[config.mk]
export PLATFORM = sky130hd
export DESIGN_NAME = ncc_peak_tracker
export DESIGN_NICKNAME = d
export VERILOG_FILES = /design/src/rtl/ncc_peak_tracker.sv
export SDC_FILE = /design/constraint.sdc
export NUM_CORES = 1
export LEC_CHECK = 0
export CAP_MARGIN = 25
export CORE_ASPECT_RATIO = 0.7
export CORE_MARGIN = 4
export CORE_UTILIZATION = 54
export DETAILED_ROUTE_END_ITERATION = 12
export GPL_TIMING_DRIVEN = 0
export PLACE_DENSITY = 0.82
export SLEW_MARGIN = 40
export SYNTH_ARGS = -nofsm -noshare
export SYNTH_HDL_FRONTEND = slang
export SYNTH_SLANG_ARGS = --single-unit
[constraint.sdc]
create_clock -name clk -period 4 [get_ports clk]
set_input_delay 0.6 -clock clk [delete_from_list [all_inputs] [get_ports clk]]
set_output_delay 0.6 -clock clk [all_outputs]
set_load 0.05 [all_outputs]
[src/rtl/ncc_peak_tracker.sv]
// ncc_peak_tracker: sums 16 PE row outputs per search position and tracks the best-scoring (x, y) over a raster scan
module ncc_peak_tracker #(
    parameter int WIN_W = 25,
    parameter int WIN_H = 25
) (
    input  logic               clk,
    input  logic               rst,
    input  logic               start,
    input  logic               score_valid,
    input  logic [15:0][7:0]   acc_row,
    output logic               busy,
    output logic               done,
    output logic signed [11:0] best_score,
    output logic [7:0]         best_x,
    output logic [7:0]         best_y,
    output logic               err
);
    typedef enum logic [1:0] {IDLE, SCAN, DRAIN, DONE} state_t;

    localparam logic [7:0] X_LAST = 8'(WIN_W - 1);
    localparam logic [7:0] Y_LAST = 8'(WIN_H - 1);

    state_t             state_q, state_d;
    logic               drain_q, drain_d;
    logic [7:0]         x_q, x_d, y_q, y_d;
    logic               err_q, err_d;
    logic signed [9:0]  grp_d [4];
    logic signed [9:0]  grp_q [4];
    logic               s1_v_q, s2_v_q;
    logic [7:0]         s1_x_q, s1_y_q, s2_x_q, s2_y_q;
    logic signed [11:0] tot_d, tot_q;
    logic signed [11:0] best_q, best_d;
    logic [7:0]         bx_q, bx_d, by_q, by_d;
    logic               accept, go;

    assign accept = (state_q == SCAN) && score_valid;
    assign go     = start && (state_q == IDLE || state_q == DONE);

    // Stage 1 and 2 adders: four 4-row group sums, then the 12-bit total
    always_comb begin
        for (int g = 0; g < 4; g++)
            grp_d[g] = 10'($signed(acc_row[4*g])) + 10'($signed(acc_row[4*g+1]))
                     + 10'($signed(acc_row[4*g+2])) + 10'($signed(acc_row[4*g+3]));
        tot_d = 12'(grp_q[0]) + 12'(grp_q[1]) + 12'(grp_q[2]) + 12'(grp_q[3]);
    end

    // Scan FSM, raster counters and sticky error
    always_comb begin
        state_d = state_q;
        drain_d = 1'b0;
        x_d     = x_q;
        y_d     = y_q;
        err_d   = go ? 1'b0 : err_q;
        case (state_q)
            IDLE:  state_d = go ? SCAN : IDLE;
            SCAN: begin
                if (accept) begin
                    x_d = (x_q == X_LAST) ? 8'd0 : x_q + 8'd1;
                    y_d = (x_q == X_LAST) ? y_q + 8'd1 : y_q;
                    state_d = (x_q == X_LAST && y_q == Y_LAST) ? DRAIN : SCAN;
                end
            end
            DRAIN: begin
                drain_d = 1'b1;
                state_d = drain_q ? DONE : DRAIN;
            end
            DONE:  state_d = go ? SCAN : DONE;
            default: state_d = IDLE;
        endcase
        if (go) begin
            x_d = 8'd0;
            y_d = 8'd0;
        end
        if (score_valid && state_q != SCAN) err_d = 1'b1;
    end

    // Stage 3: strictly-greater replaces, so ties keep the earlier raster position
    always_comb begin
        best_d = best_q;
        bx_d   = bx_q;
        by_d   = by_q;
        if (go) begin
            best_d = -12'sd2048;
            bx_d   = 8'd0;
            by_d   = 8'd0;
        end else if (s2_v_q && tot_q > best_q) begin
            best_d = tot_q;
            bx_d   = s2_x_q;
            by_d   = s2_y_q;
        end
    end

    // Control and result registers
    always_ff @(posedge clk or negedge rst) begin
        if (!rst) begin
            state_q <= IDLE;
            drain_q <= 1'b0;
            x_q     <= 8'd0;
            y_q     <= 8'd0;
            err_q   <= 1'b0;
            best_q  <= 12'sd0;
            bx_q    <= 8'd0;
            by_q    <= 8'd0;
        end else begin
            state_q <= state_d;
            drain_q <= drain_d;
            x_q     <= x_d;
            y_q     <= y_d;
            err_q   <= err_d;
            best_q  <= best_d;
            bx_q    <= bx_d;
            by_q    <= by_d;
        end
    end

    // Pipeline registers carrying partial sums tagged with their position
    always_ff @(posedge clk or negedge rst) begin
        if (!rst) begin
            s1_v_q <= 1'b0;
            s2_v_q <= 1'b0;
            s1_x_q <= 8'd0;
            s1_y_q <= 8'd0;
            s2_x_q <= 8'd0;
            s2_y_q <= 8'd0;
            tot_q  <= 12'sd0;
            for (int g = 0; g < 4; g++) grp_q[g] <= 10'sd0;
        end else begin
            s1_v_q <= accept;
            s1_x_q <= x_q;
            s1_y_q <= y_q;
            for (int g = 0; g < 4; g++) grp_q[g] <= grp_d[g];
            s2_v_q <= s1_v_q;
            s2_x_q <= s1_x_q;
            s2_y_q <= s1_y_q;
            tot_q  <= tot_d;
        end
    end

    assign busy       = (state_q == SCAN) || (state_q == DRAIN);
    assign done       = (state_q == DONE);
    assign best_score = best_q;
    assign best_x     = bx_q;
    assign best_y     = by_q;
    assign err        = err_q;
endmodule

======== Word-level counts from Yosys, hierarchy flattened ========
Cells that the tools add are included.
word-level totals
  flip-flop bits (word level) ............. 134
  input bits .............................. 132
  output and inout bits ................... 31
  word-level logic and storage cells ...... 82
operators by class
  add/subtract/negate cells ............... 17
  magnitude comparators ................... 1
  equality and inequality tests ........... 7
  multiplexer cells ....................... 23
  reduce and logical (&&, ||, !) cells .... 15
operators by type and width
  cell                   number
  $mux W8                12
  $add A10 B8 Y10        4
  $add A9 B8 Y10         4
  $add A8 B8 Y9          4
  $mux W12               2
  $add A8 B1 Y8 const B  2
  $eq A8 B5 Y1 const B   2
  $add A11 B10 Y12       1
  $add A12 B10 Y12       1
  $gt A12 B12 Y1         1
  $add A10 B10 Y11       1
  $reduce_bool A2 Y1     5
  $pmux W2 S4            1
  $mux W2                3
  $logic_and A1 B1 Y1    5
  $mux W1                5
  $eq A2 B2 Y1 const B   2
  $reduce_and A3 Y1      1
  $eq A2 B1 Y1 const B   1
  $logic_not A2 Y1       1
  $logic_or A1 B1 Y1     2
  $ne A2 B1 Y1 const B   1
  $ne A2 B2 Y1 const B   1
  $reduce_and A2 Y1      1

======== Longest topological paths before layout ========
  depth after elaboration ................. 5
  depth in mapped cells ................... 13
  gate-level depth less buffers ........... 13

======== Worst setup path before layout ========
No wires, ideal clock.
  kind .................................... input-to-reg
  start point ............................. input port acc_row[33] (netlist name)
  end point ............................... register grp_q[29] (netlist name)
  setup time .............................. 0.127 ns
  arrival ................................. 3.300 ns
  data required time ...................... 3.873 ns
  setup slack ............................. 0.573 ns
  cell stages on the path ................. 12
  path buffers ............................ 0
  cells stage by stage .................... inv_1 fa_1 inv_1 fa_1 ha_1 fa_1 a21o_1 a21oi_1 o21ai_0 or4_1 o21ai_0 xnor2_1
RTL lines
  what                line  RTL
  start: declaration  10    input logic [15:0][7:0] acc_row,
  end: declaration    28    logic signed [9:0] grp_q [4];

==> results.tsv <==
stage	metric	value	unit
layout	final core area utilization	72.0	%
placed_design	Post-DP Area	10800	um^2
synth	gate count of the mapped netlist	876	
worst_setup_path	gate family responsible for the most delay along the worst path	adder cells	
synth	Async S/R FF share, synth	100	%
synth	number of enable-type register cells in the synthesized netlist	0	
timing	final setup fails	0	
worst_setup_path	slowest CP cell	sky130_fd_sc_hd__fa_1	
timing	worst hold slack across all endpoints	0.134	ns
placed_design	routability cong.	0.841	
cts	H-Tree Depth	4	
timing	final max-slew violation count	0	
power_and_ir_drop	total power	9.19	mW
min_path	class of the worst hold path	input port to async pin	
cts	TritonCTS buffer count	17	
timing	worst-margin pin slew	0.596	ns
global_route	initial antenna violation count	1	
layout	commonest non-fill, non-tap cells in the layout	245 x sky130_fd_sc_hd__inv_1, 161 x sky130_fd_sc_hd__clkdlybuf4s50_1, 134 x sky130_fd_sc_hd__dfrtp_1, 89 x sky130_fd_sc_hd__fa_1, 67 x sky130_fd_sc_hd__ha_1	
global_route	total global routing track utilization	20.8	%
synth	post-synth design cell area	8840	um^2
synth	synth unique cells	46	
floorplanning	die height	115	um
worst_setup_path	data arrival time of the worst path	4.11	ns
layout	leading cell type in the layout, fill and taps excluded	sky130_fd_sc_hd__inv_1	
routing	number of vias per cell	4.92	
worst_setup_path	R2R setup slack	0.72	ns
worst_setup_path	CP Buf/Inv Count	3	
cts	TritonCTS clock tree	done	
routing	post-detailed-route count of antenna-violating nets	0	
floorplanning	number of standard-cell rows in the floorplan	38	
synth	ys flop type	sky130_fd_sc_hd__dfrtp_1	
floorplanning	IO Count	163	
layout	share of post-route cells with drive strength above 1	4.30	%
synth	sequential-to-total area share from yosys stat	37.9	%
floorplanning	Initial Util	56.0	%
placed_design	Port Buffers	162	
layout	area added between synthesis and finish	28.6	%
cts	clk slew on worst S/H paths	0.06	ns
global_route	via count of the first global-routing pass	6558	
layout	largest reg by FF count	grp_q	
routing	DRC viols	0	
routing	starting DRC count in detailed routing	340	
synth	number of flip-flops and latches in the synthesized netlist	134	
layout	post-layout instance area	11400	um^2
layout	net count of the finished layout	1346	
layout	max reg flops	40	
global_route	final global-route overflow total	0	
cts	clock tree buffer depth	2	
placed_design	DP HPWL	14800	um
timing	hold violation count in the final report	0	
global_route	wire length of the first global-routing pass	30800	um
timing	Fin Clk Skew	0.0103	ns
worst_setup_path	Critical Setup Path Class	input port to flop	
cts	hold bufs inserted after CTS	0	
timing	relative slew slack	59.8	%
floorplanning	Floorplan Core Area	15800	um^2
status	result of the run	finished clean	
routing	number of detailed-route iterations in the first pass	5	
synth	mean instance size in the synthesized netlist	10.1	um^2
placed_design	instance count after placement with tap cells included	1259	
global_route	pin count of the biggest net entering global routing	76	
power_and_ir_drop	cell leakage power	5.71	nW
power_and_ir_drop	Cell Pwr Density	809	nW/um^2
placed_design	Post-Place Setup Slack	-0.231	ns
timing	RSZ-0062 raised after global routing	false	
routing	DR WL/cell	14.6	um
routing	number of vias after detailed routing	6353	
routing	wirelength, routed	18800	um
worst_setup_path	type of origin of the critical path	input port	
layout	# diodes	0	
timing	timing-limited maximum frequency	0.262	GHz
worst_setup_path	data required time of the worst path	4.30	ns
layout	final standard cell count with taps included and fillers excluded	1291	
power_and_ir_drop	worst vdd rail ir drop	0.710	mV
synth	count of yosys warnings during synthesis	0	
timing	fraction of the cycle the final worst path needs	95.3	%
floorplanning	area of the die	18500	um^2
timing	worst-case setup margin in the final layout	0.188	ns
timing	Final TNS setup	0	ns
worst_setup_path	Worst setup EP type	flop	
job	Max Cap Violations	0	
synth	syn_nets	1164	
cts	insertion delay of the later-clocked pin in the worst-skew pair	0.41	ns
timing	post-layout min period	3.81	ns
worst_setup_path	most numerous cell on the critical path	sky130_fd_sc_hd__fa_1	
cts	post-CTS resize count	0	
worst_setup_path	Slowest Stage Delay on Critical Path	0.53	ns
cts	setup bufs post-CTS	0	
floorplanning	Die X-Extent	161	um
worst_setup_path	peak fanout along the critical path	2	
worst_setup_path	cell-by-cell trace of the critical path	clkdlybuf4s50_1 -> inv_1 -> fa_1 -> inv_1 -> fa_1 -> ha_1 -> fa_1 -> a21o_1 -> a21oi_1 -> o21ai_0 -> or4_1 -> o21ai_0 -> xnor2_1	
cts	root buffer cell	sky130_fd_sc_hd__clkbuf_16	
cts	TritonCTS sink count	134	
## area by class of cell
| class | instances | area [um^2] |
|---|---|---|
| Multi-Input combinational cell | 482 | 4490 |
| Fill cell | 1111 | 4420 |
| Sequential cell | 134 | 3350 |
| Timing Repair Buffer | 163 | 1650 |
| Inverter | 245 | 920 |
| Clock buffer | 17 | 425 |
| Tap cell | 220 | 275 |
| Clock inverter | 15 | 169 |
| Buffer | 15 | 73.8 |
## worst reg2reg max path, cell delays in order, from the launching register on
cell	delay [ns]
sky130_fd_sc_hd__dfrtp_1	0.32
sky130_fd_sc_hd__inv_1	0.05
sky130_fd_sc_hd__fa_1	0.53
sky130_fd_sc_hd__inv_1	0.06
sky130_fd_sc_hd__fa_1	0.45
sky130_fd_sc_hd__ha_1	0.23
sky130_fd_sc_hd__inv_1	0.07
sky130_fd_sc_hd__fa_1	0.20
sky130_fd_sc_hd__nor2b_1	0.06
sky130_fd_sc_hd__o21ai_0	0.21
sky130_fd_sc_hd__a21oi_1	0.17
sky130_fd_sc_hd__o41ai_1	0.51
sky130_fd_sc_hd__nor2_1	0.10
sky130_fd_sc_hd__a211oi_1	0.21
## cells in the mapped netlist (3+ instances only)
cell type / number / area (um^2)
sky130_fd_sc_hd__a211oi_1: 3 / 22.5
sky130_fd_sc_hd__a21o_1: 6 / 45.0
sky130_fd_sc_hd__a21oi_1: 24 / 120
sky130_fd_sc_hd__and3_1: 3 / 18.8
sky130_fd_sc_hd__buf_2: 3 / 15.0
sky130_fd_sc_hd__clkbuf_1: 8 / 30.0
sky130_fd_sc_hd__dfrtp_1: 134 / 3350
sky130_fd_sc_hd__fa_1: 89 / 1780
sky130_fd_sc_hd__ha_1: 67 / 838
sky130_fd_sc_hd__inv_1: 245 / 920
sky130_fd_sc_hd__nand2_1: 51 / 191
sky130_fd_sc_hd__nand3_1: 37 / 185
sky130_fd_sc_hd__nand4_1: 6 / 37.5
sky130_fd_sc_hd__nor2_1: 35 / 131
sky130_fd_sc_hd__nor2b_1: 12 / 75.1
sky130_fd_sc_hd__nor3_1: 8 / 40.0
sky130_fd_sc_hd__o21ai_0: 51 / 255
sky130_fd_sc_hd__o311ai_0: 3 / 26.3
sky130_fd_sc_hd__o31ai_1: 5 / 37.5
sky130_fd_sc_hd__o41ai_1: 4 / 35.0
sky130_fd_sc_hd__or4_1: 4 / 30.0
sky130_fd_sc_hd__xnor2_1: 35 / 307
sky130_fd_sc_hd__xor2_1: 13 / 114
## cells by family (layout without fill, tap and decap cells)
family	after synthesis	in the layout	share of synthesized area (%)
DFF	134	134	37.9
buffers and inverters	260	455	11.2
AOI/OAI and AO/OA	109	109	7.23
adders and majority gates	156	156	29.6
and+or+nand+nor	169	169	9.17
xor gates and xnor gates	48	48	4.76
## worst paths after layout
kind	from	to	cells past startpoint
setup / recovery	acc_row[33]	grp_q[29]$_DFF_PN0_	13
hold / removal	rst	state_q[0]$_DFFE_PN0P_	1
setup reg to reg	grp_q[1]$_DFF_PN0_	tot_q[11]$_DFF_PN0_	13
hold reg to reg	s1_y_q[1]$_DFF_PN0_	s2_y_q[1]$_DFF_PN0_	0
max in group asynchronous	rst	best_score[4]$_DFFE_PN0P_	2
min in group clk	s1_y_q[1]$_DFF_PN0_	s2_y_q[1]$_DFF_PN0_	0
## power by group
group | switching [mW] | total (mW) | internal, mW
sequential | 0.189 | 2.00 | 1.82
combinational | 3.17 | 5.63 | 2.46
clock | 0.625 | 1.56 | 0.932
total | 3.99 | 9.19 | 5.20
## per-layer routing
metal / vias to the layer above / share of wire [%] / global-route usage [%]
met5: - / 0.037 / 0
met4: 2 / 1.4 / 5.28
met2: 172 / 50 / 35.0
met3: 27 / 5.2 / 4.84
met1: 3107 / 43 / 27.9
li1: 3045 / - / -
(Power assumes the default switching activity.)
